`config.mk`:
```
export PLATFORM = sky130hd
export DESIGN_NAME = legv8_multicycle_ctrl
export DESIGN_NICKNAME = d
export VERILOG_FILES = /design/src/rtl/legv8_multicycle_ctrl.sv
export SDC_FILE = /design/constraint.sdc
export NUM_CORES = 1
export LEC_CHECK = 0
export ABC_AREA = 1
export CAP_MARGIN = 20
export CORE_MARGIN = 2
export CORE_UTILIZATION = 56
export CTS_BUF_LIST = sky130_fd_sc_hd__clkbuf_8 sky130_fd_sc_hd__clkbuf_16
export CTS_CLUSTER_SIZE = 8
export DETAILED_ROUTE_END_ITERATION = 8
export PLACE_DENSITY = 0.87
export SYNTH_ARGS = -nofsm -noshare
export SYNTH_HDL_FRONTEND = slang
export SYNTH_SLANG_ARGS = --single-unit
```
`constraint.sdc`:
```
create_clock -name clk -period 3.2 [get_ports clk]
set_clock_uncertainty 0.1 [all_clocks]
set_input_delay 0.64 -clock clk [delete_from_list [all_inputs] [get_ports clk]]
set_output_delay 0.64 -clock clk [all_outputs]
set_load 0.01 [all_outputs]
```
`src/rtl/legv8_multicycle_ctrl.sv`:
```
// Multi-cycle LEGv8 control unit: FETCH/DECODE/EXEC/MEM/WB sequencing with
// prefix-class opcode decode, memory-wait timeouts, a sticky trap and a retire counter.
module legv8_multicycle_ctrl #(
    parameter int OPC_W   = 11,
    parameter int ALUOP_W = 4,
    parameter int TIMEOUT = 15,
    parameter int CNT_W   = 32
) (
    input  logic               clk,
    input  logic               reset,
    input  logic [OPC_W-1:0]   opcode,
    input  logic               alu_zero,
    input  logic               imem_ready,
    input  logic               dmem_ready,
    output logic               pc_write,
    output logic               pc_src,
    output logic               ir_write,
    output logic               reg2loc,
    output logic               branch,
    output logic               mem_read,
    output logic               mem_write,
    output logic               mem_to_reg,
    output logic               alu_src,
    output logic [ALUOP_W-1:0] alu_op,
    output logic               reg_write,
    output logic               trap,
    output logic [1:0]         trap_cause,
    output logic [CNT_W-1:0]   retired
);

    typedef enum logic [2:0] {S_FETCH, S_DECODE, S_EXEC, S_MEM, S_WB, S_TRAP} state_t;
    typedef enum logic [2:0] {C_ILLEGAL, C_B, C_CBZ, C_CBNZ, C_ALU, C_LDUR, C_STUR} class_t;

    state_t             state_reg, state_next;
    class_t             cls;
    logic [OPC_W-1:0]   opcode_reg;
    logic [7:0]         wait_reg, wait_next;
    logic [CNT_W-1:0]   retired_reg;
    logic               trap_reg;
    logic [1:0]         cause_reg, cause_next;
    logic               retire_now, waiting, is_branch, taken;
    logic [ALUOP_W-1:0] dec_alu_op;
    logic               dec_alu_src, dec_reg2loc;
    logic [5:0]         pfx6;
    logic [7:0]         pfx8;
    logic [9:0]         pfx10;
    logic [10:0]        pfx11;

    assign pfx6  = opcode_reg[OPC_W-1 -: 6];
    assign pfx8  = opcode_reg[OPC_W-1 -: 8];
    assign pfx10 = opcode_reg[OPC_W-1 -: 10];
    assign pfx11 = opcode_reg[OPC_W-1 -: 11];

    // Shorter prefixes win, so branch classes are recognised before the full-width table.
    always_comb begin
        cls         = C_ILLEGAL;
        dec_alu_op  = '0;
        dec_alu_src = 1'b0;
        dec_reg2loc = 1'b0;
        if (pfx6 == 6'b000101) begin
            cls = C_B;    dec_alu_op = ALUOP_W'(8); dec_reg2loc = 1'b1;
        end else if (pfx8 == 8'b10110100) begin
            cls = C_CBZ;  dec_alu_op = ALUOP_W'(7); dec_reg2loc = 1'b1;
        end else if (pfx8 == 8'b10110101) begin
            cls = C_CBNZ; dec_alu_op = ALUOP_W'(9); dec_reg2loc = 1'b1;
        end else if (pfx10 == 10'b1001000100) begin
            cls = C_ALU;  dec_alu_op = ALUOP_W'(2); dec_alu_src = 1'b1;
        end else if (pfx10 == 10'b1101000100) begin
            cls = C_ALU;  dec_alu_op = ALUOP_W'(6); dec_alu_src = 1'b1;
        end else begin
            case (pfx11)
                11'b10001010000: begin cls = C_ALU; dec_alu_op = ALUOP_W'(0); end
                11'b10001011000: begin cls = C_ALU; dec_alu_op = ALUOP_W'(2); end
                11'b10101010000: begin cls = C_ALU; dec_alu_op = ALUOP_W'(1); end
                11'b11001011000: begin cls = C_ALU; dec_alu_op = ALUOP_W'(6); end
                11'b11111000000: begin
                    cls = C_STUR; dec_alu_op = ALUOP_W'(2); dec_alu_src = 1'b1; dec_reg2loc = 1'b1;
                end
                11'b11111000010: begin
                    cls = C_LDUR; dec_alu_op = ALUOP_W'(2); dec_alu_src = 1'b1;
                end
                default: ;
            endcase
        end
    end

    assign is_branch = (cls == C_B) || (cls == C_CBZ) || (cls == C_CBNZ);
    assign taken     = (cls == C_B) || ((cls == C_CBZ) && alu_zero) || ((cls == C_CBNZ) && !alu_zero);

    always_ff @(posedge clk) begin
        if (reset) begin
            state_reg   <= S_FETCH;
            opcode_reg  <= '0;
            wait_reg    <= '0;
            retired_reg <= '0;
            trap_reg    <= 1'b0;
            cause_reg   <= 2'd0;
        end else begin
            state_reg <= state_next;
            wait_reg  <= wait_next;
            cause_reg <= cause_next;
            if (state_reg == S_FETCH && imem_ready)
                opcode_reg <= opcode;
            if (retire_now)
                retired_reg <= retired_reg + 1'b1;
            if (state_next == S_TRAP)
                trap_reg <= 1'b1;
        end
    end

    always_comb begin
        state_next = state_reg;
        cause_next = cause_reg;
        retire_now = 1'b0;
        waiting    = 1'b0;
        case (state_reg)
            S_FETCH: begin
                if (imem_ready) begin
                    state_next = S_DECODE;
                end else begin
                    waiting = 1'b1;
                    if (wait_reg == 8'(TIMEOUT - 1)) begin
                        state_next = S_TRAP;
                        cause_next = 2'd2;
                    end
                end
            end
            S_DECODE: begin
                if (cls == C_ILLEGAL) begin
                    state_next = S_TRAP;
                    cause_next = 2'd1;
                end else begin
                    state_next = S_EXEC;
                end
            end
            S_EXEC: begin
                if (is_branch) begin
                    retire_now = 1'b1;
                    state_next = S_FETCH;
                end else if (cls == C_LDUR || cls == C_STUR) begin
                    state_next = S_MEM;
                end else begin
                    state_next = S_WB;
                end
            end
            S_MEM: begin
                if (dmem_ready) begin
                    if (cls == C_STUR) begin
                        retire_now = 1'b1;
                        state_next = S_FETCH;
                    end else begin
                        state_next = S_WB;
                    end
                end else begin
                    waiting = 1'b1;
                    if (wait_reg == 8'(TIMEOUT - 1)) begin
                        state_next = S_TRAP;
                        cause_next = 2'd3;
                    end
                end
            end
            S_WB: begin
                retire_now = 1'b1;
                state_next = S_FETCH;
            end
            S_TRAP:  ;
            default: state_next = S_FETCH;
        endcase
        if (state_next != state_reg)
            wait_next = '0;
        else if (waiting)
            wait_next = wait_reg + 8'd1;
        else
            wait_next = wait_reg;
    end

    // Fetch and branch strobes are qualified by ready/zero so each handshake closes in its own cycle.
    always_comb begin
        pc_write   = 1'b0;
        pc_src     = 1'b0;
        ir_write   = 1'b0;
        reg2loc    = 1'b0;
        branch     = 1'b0;
        mem_read   = 1'b0;
        mem_write  = 1'b0;
        mem_to_reg = 1'b0;
        alu_src    = 1'b0;
        alu_op     = '0;
        reg_write  = 1'b0;
        if (!reset) begin
            case (state_reg)
                S_FETCH: begin
                    ir_write = imem_ready;
                    pc_write = imem_ready;
                end
                S_EXEC: begin
                    alu_op   = dec_alu_op;
                    alu_src  = dec_alu_src;
                    reg2loc  = dec_reg2loc;
                    branch   = is_branch;
                    pc_write = is_branch && taken;
                    pc_src   = is_branch && taken;
                end
                S_MEM: begin
                    alu_op    = dec_alu_op;
                    alu_src   = dec_alu_src;
                    reg2loc   = dec_reg2loc;
                    mem_read  = (cls == C_LDUR);
                    mem_write = (cls == C_STUR);
                end
                S_WB: begin
                    alu_op     = dec_alu_op;
                    alu_src    = dec_alu_src;
                    reg2loc    = dec_reg2loc;
                    reg_write  = 1'b1;
                    mem_to_reg = (cls == C_LDUR);
                end
                default: ;
            endcase
        end
    end

    assign trap       = trap_reg;
    assign trap_cause = cause_reg;
    assign retired    = retired_reg;

endmodule
```
-- After elaboration in Yosys (flattened, before gate mapping)
Index checks and enable logic that the tools add are counted.
- logic and storage cells: 123
- bits in registers: 57
- bits in writable memories: 0
- bits in latches: 0
- ROM bits: 0
- memories: 0
- bits of input ports: 16
- bitwise logic cells: 0
- $add $sub $neg: 2
- divide/modulo/power cells: 0
- shift-type cells: 0
- reduce and logical (&&, ||, !) cells: 19
- $lt $le $gt $ge: 0
- eq/ne operators: 29
- mux-type cells: 67
- multiply operators: 0
- operators with widths (kind ; number):
    11-bit equality test (second input constant) ; 6
    3-bit 2-to-1 mux ; 14
    1-bit 2-to-1 mux ; 36
    32-bit by 1-bit adder with 32-bit output (second input constant) ; 1
    10-bit equality test (second input constant) ; 2
    4-bit 2-to-1 mux ; 5
    3-bit case mux with 3 select lines ; 2
    8-bit equality test (second input constant) ; 2
    3-bit equality test (second input constant) ; 5
    3-bit case mux with 5 select lines ; 1
    3-bit by 2-bit equality test with 1-bit output (second input constant) ; 4
    2-bit 2-to-1 mux ; 5
    8-bit by 1-bit adder with 8-bit output (second input constant) ; 1
    8-bit by 4-bit equality test with 1-bit output (second input constant) ; 1
    2-bit inequality test (second input constant) ; 4
    3-bit by 1-bit equality test with 1-bit output (second input constant) ; 2
    6-bit by 3-bit equality test with 1-bit output (second input constant) ; 1
    3-bit logical NOT ; 2
    2-bit case mux with 3 select lines ; 1
    6-bit AND reduction ; 1
    3-bit OR reduction ; 2
    1-bit logical OR ; 5
    1-bit logical AND ; 4
    1-bit case mux with 2 select lines ; 2
    other kinds (7) ; 8

-- Longest topological paths before layout
- word-level depth: 15
- mapped depth: 14
- mapped depth without buffers: 14

-- Worst setup path before layout
Ideal clock, no wire load.
- path type: input to output
- start point: in reset
- end point: out alu_op[0]
- stages: 7
- arrival time: 1.692 ns
- slack: 0.768 ns
- path through: clkbuf_1 > inv_1 > buf_2 > o21ai_0 > nor2_1 > inv_1 > a21oi_1
- longest elaborated chain between the ends: 1
- ends and longest elaborated chain (item ; RTL line ; text):
    start, declared ; 10 ; input logic reset,
    4-bit 2-to-1 mux ; 190 ; if (!reset) begin
    end, declared ; 24 ; output logic [ALUOP_W-1:0] alu_op,
No other way between the ends.

-- Worst setup path after layout
- start point: reg opcode_reg[9]
- end point: out branch
- longest elaborated chain between the ends: 13
- elaborated cells between the ends (all ways): 25
- classes of those cells: 14 x eq/ne; 8 x mux; 3 x reduce/logical
- ends and longest elaborated chain (item ; RTL line ; text):
    start, declared ; 36 ; logic [OPC_W-1:0] opcode_reg;
    start signal, assigned ; 103 ; opcode_reg <= opcode;
    11-bit equality test ; 71 ; case (pfx11)
    4-bit OR reduction (no line) ; -- ;
    3-bit case mux with 3 select lines ; 71 ;
    3-bit 2-to-1 mux ; 68 ; end else if (pfx10 == 10'b1101000100) begin
    3-bit 2-to-1 mux ; 66 ; end else if (pfx10 == 10'b1001000100) begin
    3-bit 2-to-1 mux ; 64 ; end else if (pfx8 == 8'b10110101) begin
    3-bit 2-to-1 mux ; 62 ; end else if (pfx8 == 8'b10110100) begin
    3-bit 2-to-1 mux (*) ; 60 ; if (pfx6 == 6'b000101) begin
    3-bit by 1-bit equality test with 1-bit output / 3-bit by 2-bit equality test with 1-bit output (equally long branches) ; 87 ; assign is_branch = (cls == C_B) || (cls == C_CBZ) || (cls == C_CBNZ);
    1-bit logical OR ; 87 ;
    1-bit logical OR (*) ; 87 ;
    1-bit 2-to-1 mux (*) ; 191 ; case (state_reg)
    1-bit 2-to-1 mux (*) ; 190 ;
    end, declared ; 19 ; output logic branch,
Every way passes the cells marked *; elsewhere a longest branch is shown, timed or not.

==> impl_results.rst <==
.. list-table::
   :header-rows: 1

   * - Metric
     - Value
   * - FF+latch count, synth
     - 57
   * - Final setup violation count
     - 0
   * - Estimated wirelength of the detail-placed design
     - 6370 um
   * - Layout cells sized above 1
     - 15.5%
   * - Maximum vdd ir drop
     - 0.000302 V
   * - Count of clock tree sinks
     - 57
   * - Depth of the most critical reg-to-reg path
     - 12
   * - Hold_buf cts
     - 0
   * - Number of buffers inserted during clock tree synthesis
     - 9
   * - Multiplexer share of the synthesized area
     - 0%
   * - Share of synthesized cell area in full adder, half adder and majority cells
     - 1.15%
   * - Maximum buffer depth of the clock tree
     - 2
   * - CP Class
     - register to output port
   * - Worst Path Arrival
     - 2370 ps
   * - Worst slew pin tran
     - 429 ps
   * - Netlist area before placement
     - 3260 um2
   * - Compound-Gate Fraction of Synth Area
     - 14.6%
   * - Die span in x
     - 80.3 um
   * - Yosys warning total
     - 0
   * - Minimum clock period after layout
     - 3110 ps
   * - Number of inserted filler cells in the final layout
     - 432
   * - Net total in the final layout
     - 569
   * - Number of antenna violations at the first check in global routing
     - 0
   * - Largest net degree at the start of global routing
     - 33
   * - Synthesized Nets
     - 498
   * - Core utilization of the finished layout
     - 77.4%
   * - Weighted congestion reported at the end of routability-driven placement
     - 0.900
   * - Via count of the first global-routing pass
     - 3342
   * - Slew margin rel.
     - 71.4%
   * - Die boundary height
     - 80.3 um
   * - Drt first-iter violations
     - 239
   * - CP Capture Type
     - output port
   * - Setup TNS
     - 0 ps
   * - Clock network latency to the later pin of the worst-skew pair
     - 340 ps
   * - Initial core utilization
     - 58.5%
   * - Cell Pwr Density
     - 453 nW/um2
   * - Max Freq
     - 0.322 GHz
   * - Std-Cell Rows
     - 27
   * - Global-route wire length before repair
     - 14900 um
   * - Final wirelength
     - 8820 um
   * - Path category of the worst min-delay check
     - register to register
   * - Post-synthesis sequential area ratio
     - 35.0%
   * - Core region area
     - 5570 um2
   * - Category of the worst setup path launch point
     - register
   * - Global-route total usage across every layer
     - 29.3%
   * - Count of final max-slew check failures
     - 0
   * - Residual overflow from global routing
     - 0
   * - RSZ-0062 raised after global routing
     - false
   * - Via density per instance
     - 5.50
   * - Antenna Violating Nets Remaining
     - 0
   * - Die area
     - 6450 um2
   * - Area growth syn-to-layout
     - 32.2%
   * - Dominant cell type by area after synthesis
     - sky130_fd_sc_hd__dfxtp_1
   * - Required @ worst endpoint
     - 2460 ps
   * - CTS tree
     - yes
   * - Post-CTS clock slew at the launch and capture registers of the worst setup and hold paths
     - 70 ps
   * - Wirelength per Cell
     - 14.1 um
   * - Count of unique library cells instantiated by Yosys
     - 40
   * - Maximum fanout along the worst path
     - 4
   * - Result of the run
     - complete, no violations
   * - Count of input and output buffers
     - 64
   * - Max reg flops
     - 32
   * - DRC violations left
     - 0
   * - Total number of H-tree levels
     - 3
   * - Share of the synthesized netlist area taken by xor and xnor gates
     - 1.88%
   * - Mapped Avg Cell Area
     - 6.81 um2
   * - Worst hold path depth
     - 2
   * - Final Hold Fails
     - 0
   * - Clock tree root buffer cell
     - sky130_fd_sc_hd__clkbuf_8
   * - Leak Pwr
     - 1.73 nW
   * - Leading post-synthesis cells by cell area
     - sky130_fd_sc_hd__dfxtp_1 35%, sky130_fd_sc_hd__nand2_1 9.1%, sky130_fd_sc_hd__inv_1 8.1%
   * - Share of the synthesized area in the top cell type
     - 35.0%
   * - Portion of the clock cycle consumed by the worst path in the final layout
     - 97.1%
   * - Diode count
     - 0
   * - Detailed-route via count
     - 3448
   * - Gate Count Post-Synth
     - 479
   * - Drt pass-1 iters
     - 5
   * - Largest family of logic cells by synthesized area
     - simple AND/OR/NAND/NOR gates
   * - Setup slack, reg-to-reg
     - 900 ps
   * - Number of max-cap violations
     - 0
   * - Simple-gate area share of the yosys netlist
     - 37.0%
   * - I/O pin count
     - 65
==> layout make-up <==
cell class / instances / area, um2 / share of cell area [%]
inverter: 77 / 289 / 6.70
clock buffer: 10 / 138 / 3.19
sequential: 57 / 1150 / 26.6
clock inverter: 6 / 82.6 / 1.91
timing repair buffer: 70 / 688 / 16.0
tap: 72 / 90.1 / 2.09
multi-input combinational: 335 / 1880 / 43.6
==> power breakdown <==
group          leakage [nW]  internal (W)  switching (W)
sequential            0.464      0.000754      0.0000408
clock                 0.117      0.000456       0.000310
combinational          1.15      0.000137       0.000258
==> cells in the final DEF (no fill, tap or decap), drive strengths merged <==
cell type	count
nand2	87
inv	77
clkdlybuf4s50	63
nor2	61
dfxtp	57
a21oi	41
o21ai	36
nand3	33
nor3	24
nand4	16
clkbuf	10
buf	6
nor3b	6
nor4	5
xor2	5
clkinv	4
and3	3
a211oi	3
ha	3
a31oi	3
xnor2	2
bufinv	2
or2	2
nand3b	1
o311ai	1
a21boi	1
o211ai	1
o2111ai	1
dlymetal6s2s	1
==> Yosys cell counts <==
master,count
sky130_fd_sc_hd__dfxtp_1,57
sky130_fd_sc_hd__inv_1,70
sky130_fd_sc_hd__nor3_1,22
sky130_fd_sc_hd__nand4_1,13
sky130_fd_sc_hd__a211oi_1,3
sky130_fd_sc_hd__nand3_4,2
sky130_fd_sc_hd__o311ai_4,1
sky130_fd_sc_hd__or2_1,1
sky130_fd_sc_hd__nor2_4,1
sky130_fd_sc_hd__o21ai_1,6
sky130_fd_sc_hd__nand2_1,79
sky130_fd_sc_hd__a21oi_1,41
sky130_fd_sc_hd__nand4_2,3
sky130_fd_sc_hd__ha_1,3
sky130_fd_sc_hd__buf_4,1
sky130_fd_sc_hd__nor3b_2,2
sky130_fd_sc_hd__or2_2,1
sky130_fd_sc_hd__nor3_2,2
sky130_fd_sc_hd__nor3b_4,2
sky130_fd_sc_hd__nor2_2,7
sky130_fd_sc_hd__nand2_2,8
sky130_fd_sc_hd__a31oi_1,3
sky130_fd_sc_hd__nand3_1,27
sky130_fd_sc_hd__o211ai_1,1
sky130_fd_sc_hd__o21ai_0,30
sky130_fd_sc_hd__xor2_1,5
sky130_fd_sc_hd__nor3b_1,2
sky130_fd_sc_hd__buf_6,1
sky130_fd_sc_hd__and3_1,3
sky130_fd_sc_hd__o2111ai_1,1
sky130_fd_sc_hd__nor2_1,53
sky130_fd_sc_hd__nand3b_1,1
sky130_fd_sc_hd__clkbuf_1,7
sky130_fd_sc_hd__nor4_1,5
sky130_fd_sc_hd__a21boi_0,1
sky130_fd_sc_hd__clkinv_1,1
sky130_fd_sc_hd__xnor2_1,2
sky130_fd_sc_hd__nand3_2,4
sky130_fd_sc_hd__buf_2,1
sky130_fd_sc_hd__inv_2,6
==> per-layer routing <==
| metal | part of all wire, % | track usage (%) | vias up |
|---|---|---|---|
| met5 | 0 | 0 | - |
| met4 | 1.4 | 9.32 | 0 |
| met3 | 5.9 | 6.29 | 16 |
| met2 | 48 | 50.6 | 136 |
| met1 | 44 | 36.2 | 1575 |
| li1 | - | - | 1721 |
==> worst paths after layout <==
kind | start | to
worst max-delay path | opcode_reg[9] | branch
worst min-delay path | trap_cause[1] | trap_cause[1]
worst max register to register | retired[0] | retired[28]
worst min register to register | trap_cause[1] | trap_cause[1]
==> worst max-delay path, stage by stage (launching register included) <==
cell                              delay, ps
sky130_fd_sc_hd__dfxtp_1                320
sky130_fd_sc_hd__inv_1                  140
sky130_fd_sc_hd__nand2_2                100
sky130_fd_sc_hd__nor2_4                 120
sky130_fd_sc_hd__nand3_2                100
sky130_fd_sc_hd__buf_4                  170
sky130_fd_sc_hd__nand2_2                 80
sky130_fd_sc_hd__inv_1                   80
sky130_fd_sc_hd__nor4_1                 310
sky130_fd_sc_hd__clkdlybuf4s50_1        610
==> per-stage QoR <==
step	instances	hold WS [ps]	setup slack (ps)	instance area [um2]	power [W]
floorplan	479	361	768	3260	0.00105
global placement	610	340	137	3980	0.00115
detailed placement	610	351	81.6	3980	0.00116
CTS	627	361	7.15	4240	0.00193
global route	627	369	12.4	4310	0.00204
finish	627	359	91.9	4310	0.00196
==> logic make-up after synthesis <==
family,Yosys count
AOI/OAI and AO/OA,87
DFF,57
and+or+nand+nor,238
buffers and inverters,87
xor gates and xnor gates,7
adders and majority gates,3
==> timing repair <==
item	CTS	global route
buffers inserted	1	0
gates resized for setup	12	24
setup endpoints to repair	3	8
pin swaps	0	2
gates cloned	0	0
Note: power is estimated with default switching activity, not from simulation.
